===== src/rtl/regfile16_onehot_wr.sv =====
// 16x WIDTH register file, one-hot write select, two registered write-first read ports.
// Optional: REGFILE_R0_ZERO_EN hardwires register 0 to zero.
module regfile16_onehot_wr #(
    parameter int WIDTH = 8,
    parameter int ERRW  = 4
) (
    input  logic             clk,
    input  logic             rst_n,
    input  logic             we,
    input  logic [15:0]      wsel,
    input  logic [WIDTH-1:0] wdata,
    input  logic [3:0]       ra_addr,
    input  logic [3:0]       rb_addr,
    output logic [WIDTH-1:0] ra_data,
    output logic [WIDTH-1:0] rb_data,
    output logic             wr_done,
    output logic             sel_err,
    output logic [ERRW-1:0]  err_cnt
);

    logic [WIDTH-1:0] mem [16];
    logic [4:0]       ones;
    logic [3:0]       widx;
    logic             wvalid;
    logic             wbad;
    logic             wstore;
    logic [WIDTH-1:0] ra_nxt;
    logic [WIDTH-1:0] rb_nxt;

    always_comb begin
        ones = '0;
        widx = '0;
        for (int i = 0; i < 16; i++) begin
            if (wsel[i]) begin
                ones = ones + 5'd1;
                widx = 4'(i);
            end
        end
    end

    assign wvalid = we && (ones == 5'd1);
    assign wbad   = we && (ones != 5'd1);

`ifdef REGFILE_R0_ZERO_EN
    assign wstore = wvalid && (widx != 4'd0);
`else
    assign wstore = wvalid;
`endif

    // Read mux with write-first bypass; only a stored write may forward.
    always_comb begin
        ra_nxt = mem[ra_addr];
        rb_nxt = mem[rb_addr];
        if (wstore && (widx == ra_addr)) begin
            ra_nxt = wdata;
        end
        if (wstore && (widx == rb_addr)) begin
            rb_nxt = wdata;
        end
`ifdef REGFILE_R0_ZERO_EN
        if (ra_addr == 4'd0) begin
            ra_nxt = '0;
        end
        if (rb_addr == 4'd0) begin
            rb_nxt = '0;
        end
`endif
    end

    always_ff @(posedge clk or negedge rst_n) begin
        if (!rst_n) begin
            for (int i = 0; i < 16; i++) begin
                mem[i] <= '0;
            end
        end else if (wstore) begin
            mem[widx] <= wdata;
        end
    end

    always_ff @(posedge clk or negedge rst_n) begin
        if (!rst_n) begin
            ra_data <= '0;
            rb_data <= '0;
            wr_done <= 1'b0;
        end else begin
            ra_data <= ra_nxt;
            rb_data <= rb_nxt;
            wr_done <= wvalid;
        end
    end

    always_ff @(posedge clk or negedge rst_n) begin
        if (!rst_n) begin
            sel_err <= 1'b0;
            err_cnt <= '0;
        end else if (wbad) begin
            sel_err <= 1'b1;
            if (err_cnt != '1) begin
                err_cnt <= err_cnt + ERRW'(1);
            end
        end
    end

endmodule


===== config.mk =====
export PLATFORM = sky130hd
export DESIGN_NAME = regfile16_onehot_wr
export DESIGN_NICKNAME = d
export VERILOG_FILES = /design/src/rtl/regfile16_onehot_wr.sv
export SDC_FILE = /design/constraint.sdc
export NUM_CORES = 1
export LEC_CHECK = 0
export BUFFER_PORTS_ARGS = -buffer_cell sky130_fd_sc_hd__buf_2
export CAP_MARGIN = 25
export CORE_MARGIN = 3
export CORE_UTILIZATION = 30
export CTS_CLUSTER_SIZE = 40
export DETAILED_ROUTE_END_ITERATION = 16
export GPL_TIMING_DRIVEN = 0
export SYNTH_ARGS = -nofsm -noshare
export SYNTH_HDL_FRONTEND = slang
export SYNTH_SLANG_ARGS = --single-unit

===== constraint.sdc =====
create_clock -name clk -period 1.65 [get_ports clk]
set_clock_uncertainty 0.2 [all_clocks]
set_input_delay 0.33 -clock clk [delete_from_list [all_inputs] [get_ports clk]]
set_output_delay 0.33 -clock clk [all_outputs]
set_load 0.005 [all_outputs]

Word level (Yosys, flattened, before mapping)
Cells that the tools add are included.

Reduce and logical (&&, ||, !) cells: 6. Multiplexer cells: 42. Equality and inequality tests: 5. Add/sub/neg operators: 16. Bitwise gates (word level): 3. Order comparisons: 4.

Operator list (number): bitwise mux 128 bit (1); adder 5 x 1 -> 5 bit, second input constant (15); 2-to-1 mux 5 bit (15); binary-select mux 8 bit (select 4 bit) (2); 2-to-1 mux 8 bit (7); 2-to-1 mux 4 bit (13); demux 8 bit (select 4 bit) (1); greater-or-equal comparator 5 bit, second input constant (3); NOT 4 -> 5 bit (3); equality test 4 bit (2); equality test 5 x 1 -> 1 bit, second input constant (1); logical AND 1 bit (5); < comparator 5 x 1 -> 1 bit, second input constant (1); != test 5 x 1 -> 1 bit, second input constant (1); adder 4 x 1 -> 4 bit, second input constant (1); != test 4 bit, second input constant (1); 2-to-1 mux 1 bit (2); 2-to-1 mux 2 bit (1); AND reduction 2 bit (1).

Logic and storage cells: 97. Input bits: 35. Output and inout bits: 22. Flip-flop bits (word level): 150.

Depth between registers and ports, before layout
Gate-level depths: netlist of the first run.

Word-level depth: 35. Gate-level depth with buffers: 55. Depth with buffers taken out: 52.

Worst setup path before layout of the first run
No wires, ideal clock.

Path kind: input-to-reg. Start point: input wsel[0]. End point: register mem[10] in the netlist's numbering. Stages: 53. Library setup time: 125 ps. Path buffers: 2. Slack: -8733 ps. Data required time: 1325 ps. Data arrival time: 10058 ps. Path through: inv_1 > ha_1 > xor2_1 > ha_1 > nand2_1 > o31ai_1 > ha_1 > inv_1 > a21oi_1 > ha_1 > nand2_1 > o31ai_1 > or2_2 > ha_1 > nand2b_1 > o21a_1 > ha_1 > mux2_2 > [... 17 more ...] > a21o_1 > ha_1 > mux2_2 > ha_1 > mux2_2 > ha_1 > nor2b_1 > mux2i_1 > a21oi_1 > o21ai_0 > a21oi_1 > nand2b_1 > mux2_2 > buf_4 > or2_1 > buf_2 > nor4b_4 > mux2_2.

Longest elaborated chain between the ends: 33.

Ends and longest elaborated chain: from (decl) (line 10) `input logic [15:0] wsel,`; 2-to-1 mux 1 bit * (line 34) `if (wsel[i]) begin`; adder 5 x 1 -> 5 bit (line 35) `ones = ones + 5'd1;`; 2-to-1 mux 5 bit * (line 34); adder 5 x 1 -> 5 bit (line 35); 2-to-1 mux 5 bit * (line 34); adder 5 x 1 -> 5 bit (line 35); 2-to-1 mux 5 bit * (line 34); adder 5 x 1 -> 5 bit (line 35); [... 17 more ...]; adder 5 x 1 -> 5 bit (line 35); 2-to-1 mux 5 bit * (line 34); adder 5 x 1 -> 5 bit (line 35); 2-to-1 mux 5 bit * (line 34); adder 5 x 1 -> 5 bit (line 35); 2-to-1 mux 5 bit * (line 34); equality test 5 x 1 -> 1 bit * (line 41) `assign wvalid = we && (ones == 5'd1);`; logical AND 1 bit * (line 41); to (signal, indexed assignment) (line 76) `mem[widx] <= wdata;`; to (decl) (line 21) `logic [WIDTH-1:0] mem [16];`.

Mark *: on every way between the ends. The rest lies on a longest branch, timed or not. A chain may end at the register's enable or synchronous reset.

Worst setup path in the final report of the first run
Start point: input wsel[0]. End point: register mem[56] in the netlist's numbering.

Same word-level chain as after synthesis.

==> results.md, run 1 <==
- Worst Hold Class: input pin to register
- DRT Pass-1 Iters: 4
- Post-layout util: between 40% and 50%
- Worst Setup End Kind: register
- Placed cell areas: roughly 11000 µm²
- Die area: 34100 µm²
- Clk_lat worst skew: around 0.42 ns
- Failing checks: hold timing, setup timing
- Max Cap Viol: 0
- Cell taking the most area after synthesis: dfrtp_1
- Setup crit end: mem[56]$_DFFE_PN0P_
- Post-synthesis cell area: 9590 µm²
- Netlist cell types: between 60 and 70
- Pins Over Slew Limit: 0
- CTS buffer count: 17
- Via density: between 5 and 6
- Worst path slowest cell: ha_1
- Cell area after layout: 13100 µm²
- Die boundary width: roughly 180 µm
- Peak VDD IR: just over 0.8 mV
- Worst Tran Pin Value: a little over 0.9 ns
- CTS sink count: 150
- GRT Util Overall: 16.8%
- Post-route ant nets: 0
- Final Hold Fails: 1
- Final HPWL DP: 17.8 mm
- Synthesized instance count: between 600 and 700
- Critical Path Most Common Cell: ha_4
- Seq cells post-synth: 150
- CP max stage delay: 0.31 ns
- Max clock buf depth: 2
- Crit path kind: input pin to register
- IO buf count: 46
- Fmax: between 0.1 and 0.15 GHz
- Avg WL per Cell: 21.9 µm
- Share of cells above drive strength 1: 56.6%
- Crit share post-route: 569%
- Worst reg-to-reg setup slack: -0.35 ns
- Root buf cell: clkbuf_16
- Largest net degree at the start of global routing: 84
- Commonest non-fill, non-tap cells in the layout: dfrtp_1 (150), mux2_4 (136), mux4_2 (80), buf_4 (60), buf_2 (45)
- NumNets Final: roughly 900
- Antenna violations before repair: 1
- GR peak layer: met2
- Main synth FF type: dfrtp_1
- Drt total wl: 27.7 mm
- Avg Cell Area, Syn: about 14 µm²
- Hold WS: -0.00565 ns
- Reg2Reg Depth: 3
- Gp weighted congestion: between 0.7 and 0.8
- Die H: ~180 µm
- Worst Setup SP: wsel[0]
- Met2 Use GR: approximately 28%
- Core Region: 31100 µm²
- Total number of vias: 6706
- DRT iter0 DRCs: between 400 and 500
- LEAKAGE: approximately 0.0056 µW
- Row count: 64
- CP required: between 1.5 and 2 ns
- Net Count, Synth: 740
- Ys Warns: 0
- PD cells: 1490 nW/µm²
- Sequential-to-total area share from yosys stat: 39.2%
- Setup ws final: -7.75 ns
- Run status: finished, violations left
- I/O Pins: 57
- Start of the worst register-to-register path: mem[70]$_DFFE_PN0P_
- FF-to-FF End: ra_data[6]$_DFF_PN0_
- Critical path startpoint category: input pin
- Max FO, Critical Path: 8
- Met1 Track Usage GR: 22.3%
- Async set-or-reset flop fraction in the synthesized netlist: 100%
- Relative slew slack: roughly 38%
- Final setup viols: 150
- Vias in the first global route: approximately 7100
- Diodes inserted: 0
- First-pass GRT wire length: 43.2 mm
- Starting Density: 30.9%
- Worst EP arrival: approximately 9.5 ns
- CTS clk-pin slew, worst paths: 0.06 ns
- CTS tree: built
- Layout area overhead: 36.1%
- Fin crit period: around 9.4 ns
- RSZ-0062 raised after global routing: yes
- M3 GR Usage: 2.94%
- Most common cell after layout, fill and taps aside: dfrtp_1
- Top cells by area, synth: dfrtp_1 (39%), mux4_2 (19%), mux2_2 (17%)
- Post-synth EDFFs: 0
- GRT overflow: 0
- Htree depth: 4
- DRC errors left: 0
- Synth top area share: around two fifths
sequential cells by signal (all words and copies together), names as in the netlist:
signal   cells
rb_data      8
ra_data      8
err_cnt      4
mem        128
wr_done      1
sel_err      1
layout make-up:
type	instances	area, µm²
flip-flops and latches	150	3750
plain buffers	44	226
clock inverters	12	248
well taps	396	495
inverters	13	66.3
clock buffers	20	447
repair buffers	146	1330
fillers	2819	18000
multi-input cells	481	6480
timing repair:
action / 4_1_cts / 5_1_grt
gates cloned: 0 / 1
hold buffers: 1 / 0
gates resized for setup: 92 / 25
endpoints found under the hold margin: 67 / 0
setup buffers: 75 / 13
pin swaps: 37 / 24
endpoints found under the setup margin: 150 / 233
logic make-up (layout without fill, tap and decap cells):
family / Yosys count / after routing / synth area share (%)
buf+inv: 58 / 235 / 2.47
xor+xnor: 51 / 51 / 6.16
simple gates: 114 / 114 / 8.68
fa+ha+maj: 16 / 16 / 2.09
flops: 150 / 150 / 39.2
compound gates: 63 / 63 / 4.26
mux: 237 / 237 / 37.2
per-stage QoR:
step / setup slack [ns] / power [µW] / cells / hold slack (ns) / setup TNS [ns]
detailed placement: -9.29 / 11600 / 1144 / 0.183 / -1338.18
global route: -8.19 / 20500 / 1262 / 0.00351 / -1209.65
floorplan: -8.29 / 10200 / 689 / -0.166 / -1189.44
global placement: -9.35 / 11400 / 1131 / 0.283 / -1678.05
finish: -7.75 / 19400 / 1262 / -0.00565 / -1145.35
CTS: -7.74 / 18400 / 1251 / 0.000983 / -1144.72
how the worst min path moves through the flow:
stage / from / to / slack (ns) / cells after the start
final: we / sel_err$_DFFE_PN0P_ / -0.006 / 3
after global placement: mem[77]$_DFFE_PN0P_ / mem[77]$_DFFE_PN0P_ / 0.28 / 1
after floorplan: rst_n / err_cnt[0]$_DFFE_PN0P_ / -0.17 / 0
after CTS: we / sel_err$_DFFE_PN0P_ / 0.001 / 3
after global routing: we / sel_err$_DFFE_PN0P_ / 0.004 / 3
after detailed placement: rst_n / mem[63]$_DFFE_PN0P_ / 0.18 / 1
routing by layer:
| layer | share of wire, % | routed length (µm) |
|---|---|---|
| met3 | 5.3 | 1460 |
| met2 | 50 | 13700 |
| met1 | 42 | 11700 |
| met4 | 2.7 | 760 |
| met5 | 0.025 | 7 |
cells in the mapped netlist (all sizes together) (3+ instances only):
| cell | count |
|---|---|
| clkbuf | 28 |
| nor4 | 14 |
| ha | 16 |
| nand2b | 8 |
| nor2 | 21 |
| o22ai | 4 |
| o21bai | 3 |
| o21ai | 10 |
| nor3 | 8 |
| mux2i | 4 |
| inv | 13 |
| nand3 | 12 |
| xnor3 | 7 |
| or2 | 6 |
| xor2 | 18 |
| and2 | 3 |
| xnor2 | 25 |
| o31ai | 5 |
| mux2 | 153 |
| dfrtp | 150 |
| nor2b | 3 |
| mux4 | 80 |
| buf | 17 |
| nand2 | 25 |
| a21oi | 21 |
worst max-delay path, delay by kind of cell:
family / cells / cell delay (ns)
buffers and inverters: 9 / 0.95
xor gates and xnor gates: 1 / 0.18
and+or+nand+nor: 10 / 1.25
AOI/OAI and AO/OA: 14 / 1.64
muxes: 7 / 1.78
adders and majority gates: 14 / 3.38
power breakdown:
part	internal [µW]	switching, µW
clock network	3040	1580
logic	5620	4550
registers	4250	395
total	12900	6530
Note: power is estimated with default switching activity, not from simulation.
==> run 2, diff against run 1 <==
--- a/config.mk
+++ b/config.mk
@@ -7,11 +7,14 @@
 export LEC_CHECK = 0
 export BUFFER_PORTS_ARGS = -buffer_cell sky130_fd_sc_hd__buf_2
 export CAP_MARGIN = 25
+export CELL_PAD_IN_SITES_DETAIL_PLACEMENT = 1
+export CELL_PAD_IN_SITES_GLOBAL_PLACEMENT = 1
 export CORE_MARGIN = 3
 export CORE_UTILIZATION = 30
-export CTS_CLUSTER_SIZE = 40
+export CTS_CLUSTER_SIZE = 25
 export DETAILED_ROUTE_END_ITERATION = 16
 export GPL_TIMING_DRIVEN = 0
+export PLACE_DENSITY_LB_ADDON = 0.1
 export SYNTH_ARGS = -nofsm -noshare
 export SYNTH_HDL_FRONTEND = slang
 export SYNTH_SLANG_ARGS = --single-unit
==> run 2 against run 1 <==
  * The run ends with setup timing left
  * Die area is the same
  * Cell area shrank 0.55%
  * Flip-flop and latch count is the same
  * Non-clock buffer count grew 6
  * Utilization shrank 0.23 points
  * Clock power shrank 14%
  * Combinational power is essentially flat
  * Critical path depth is the same
  * Worst hold slack gained 0.019 ns
  * Via count grew 0.94%
==> results.md, run 2 (synthesized netlist as in run 1, its figures left out) <==
- Die area: 34100 µm² (unchanged)
- NumNets Final: 910 (+0.66%)
- Failing checks: setup timing
- Critical Path Most Common Cell: ha_4
- Die H: 185 µm (unchanged)
- Max Cap Viol: 0 (unchanged)
- Crit share post-route: 579% (+9.6 points)
- Antenna violations before repair: 0 (-1)
- Fillcell total: 3162 (+12%)
- I/O Pins: 57 (unchanged)
- Drt total wl: 32.3 mm (+17%)
- Max reg flops: 128 (unchanged)
- CP required: 1.76 ns (about the same)
- Diodes inserted: 0 (unchanged)
- DRC errors left: 0 (unchanged)
- Fin crit period: 9.56 ns (+0.159 ns)
- Via density: 5.34 (+0.46%)
- RSZ-0062 raised after global routing: yes
- Setup ws final: -7.91 ns (-0.159 ns)
- Dpl cells: 1147 (+0.26%)
- IO buf count: 46 (unchanged)
- Vias in the first global route: 7562 (+6.1%)
- Avg WL per Cell: 25.5 µm (+16%)
- Pins Over Slew Limit: 0 (unchanged)
- Worst reg-to-reg setup slack: -0.36 ns (about the same)
- Root buf cell: clkbuf_16
- Max FO, Critical Path: 7 (-1)
- Worst path bufs/invs: 9 (unchanged)
- GR peak layer: met2
- Max clock buf depth: 2 (unchanged)
- Worst Hold Class: input pin to register
- Layout area overhead: 35.4%
- FF-to-FF End: ra_data[3]$_DFF_PN0_
- Top reg by flops: mem
- Largest registers: mem (128), ra_data (8), rb_data (8)
- CTS sink count: 150 (unchanged)
- Start of the worst register-to-register path: mem[35]$_DFFE_PN0P_
- Critical path startpoint category: input pin
- Final setup viols: 150 (unchanged)
- Clk_lat worst skew: 0.43 ns (about the same)
- Reg2Reg Depth: 3 (unchanged)
- Hold WS: 0.0132 ns (+0.0189 ns)
- GRT Util Overall: 18.9% (+2.1 points)
- Gp weighted congestion: 0.790 (+0.30%)
- Relative slew slack: 26.7% (-11 points)
- Layout Cells excl Fill: 1268 (+0.48%)
- Hold Crit Start: we
- Peak VDD IR: 0.934 mV (+13%)
- DRT iter0 DRCs: 417 (-0.48%)
- CTS tree: built
- GRT overflow: 0 (unchanged)
- Worst Hold End: sel_err$_DFFE_PN0P_
- Row count: 64 (unchanged)
- First-pass GRT wire length: 48.0 mm (+11%)
- Starting Density: 30.9% (unchanged)
- Met1 Track Usage GR: 24.6% (+2.4 points)
- PD cells: 1470 nW/µm² (-1.5%)
- Post-layout util: 41.8% (-0.23 points)
- Worst Tran Pin Value: 1.10 ns (+0.163 ns)
- Total chip power: 19000 µW (-2.0%)
- Most common cell after layout, fill and taps aside: dfrtp_1
- Commonest non-fill, non-tap cells in the layout: dfrtp_1 (150), mux2_4 (134), mux4_2 (80), buf_4 (63), buf_2 (44)
- Total number of vias: 6769 (+0.94%)
- Crit path kind: input pin to register
- Top delay family on crit path: adder cells
- CTS clk-pin slew, worst paths: 0.07 ns (about the same)
- Worst hold stages: 3 (unchanged)
- Worst path slowest cell: mux2_4
- Die boundary width: 185 µm (unchanged)
- CTS buffer count: 17 (unchanged)
- Htree depth: 4 (unchanged)
- Worst Setup End Kind: register
- Core Region: 31100 µm² (unchanged)
- M3 GR Usage: 2.35% (-0.59 points)
- Fmax: 0.105 GHz (-1.7%)
- Share of cells above drive strength 1: 57.6% (+0.99 points)
- Largest net degree at the start of global routing: 84 (unchanged)
- LEAKAGE: 0.00559 µW (-0.40%)
- Final HPWL DP: 21.7 mm (+22%)
- DRT Pass-1 Iters: 4 (unchanged)
- Met2 Use GR: 33.8% (+5.9 points)
- CP max stage delay: 0.32 ns (about the same)
- Worst EP arrival: 9.66 ns (+0.16 ns)
- Post-route ant nets: 0 (unchanged)
- Run status: finished, violations left
- Final Hold Fails: 0 (-1)
[run 2: per-stage QoR]
| step | area (µm²) | setup slack, ns | setup TNS (ns) |
|---|---|---|---|
| finish | 13000 | -7.91 | -1167.78 |
| global route | 13000 | -8.30 | -1224.33 |
| CTS | 12500 | -7.91 | -1174.87 |
| detailed placement | 11100 | -9.67 | -1385.86 |
| global placement | 10800 | -9.54 | -1678.40 |
| floorplan | 10100 | -8.29 | -1189.44 |
[run 2: final cells by class]
cell class | instances | area (µm²) | share of cell area, %
plain buffers | 43 | 221 | 1.71
clock buffers | 17 | 425 | 3.28
clock inverters | 15 | 159 | 1.22
inverters | 13 | 68.8 | 0.530
multi-input cells | 481 | 6460 | 49.8
flip-flops and latches | 150 | 3750 | 28.9
well taps | 396 | 495 | 3.82
repair buffers | 153 | 1390 | 10.7
[run 2: power breakdown]
part	switching [µW]	internal (µW)	total, µW
Combinational	4810	5630	10400
Sequential	406	4250	4650
Clock	1800	2150	3950
[run 2: what timing repair did]
| item | in CTS | in global routing |
|---|---|---|
| setup buffers | 75 | 22 |
| gates cloned | 0 | 0 |
| pin swaps | 32 | 27 |
| resized for setup | 29 | 97 |
| hold buffers | 1 | 0 |
| endpoints found under the setup margin | 150 | 232 |
| hold endpoints to repair | 67 | 0 |
[run 2: how the worst max path moves through the flow]
stage / start / endpoint / slack, ns / cells past startpoint
floorplan: wsel[1] / mem[10]$_DFFE_PN0P_ / -8.29 / 53
finish: wsel[0] / mem[81]$_DFFE_PN0P_ / -7.91 / 55
CTS: wsel[0] / mem[11]$_DFFE_PN0P_ / -7.91 / 54
global placement: wsel[1] / mem[10]$_DFFE_PN0P_ / -9.54 / 54
detailed placement: wsel[1] / mem[15]$_DFFE_PN0P_ / -9.67 / 55
global route: wsel[0] / mem[81]$_DFFE_PN0P_ / -8.30 / 55
[run 2: metal layers]
| metal | vias to the layer above | share of wire [%] |
|---|---|---|
| met5 | - | 0 |
| met4 | 0 | 1.1 |
| met3 | 21 | 2.1 |
| met2 | 87 | 52 |
| met1 | 3681 | 44 |
| li1 | 2980 | - |
[run 2: worst min-delay path: cells and delay by family]
| family | cells | cell delay (ns) |
|---|---|---|
| and+or+nand+nor | 1 | 0.05 |
| AOI/OAI and AO/OA | 1 | 0.07 |
| buffers and inverters | 1 | 0.16 |
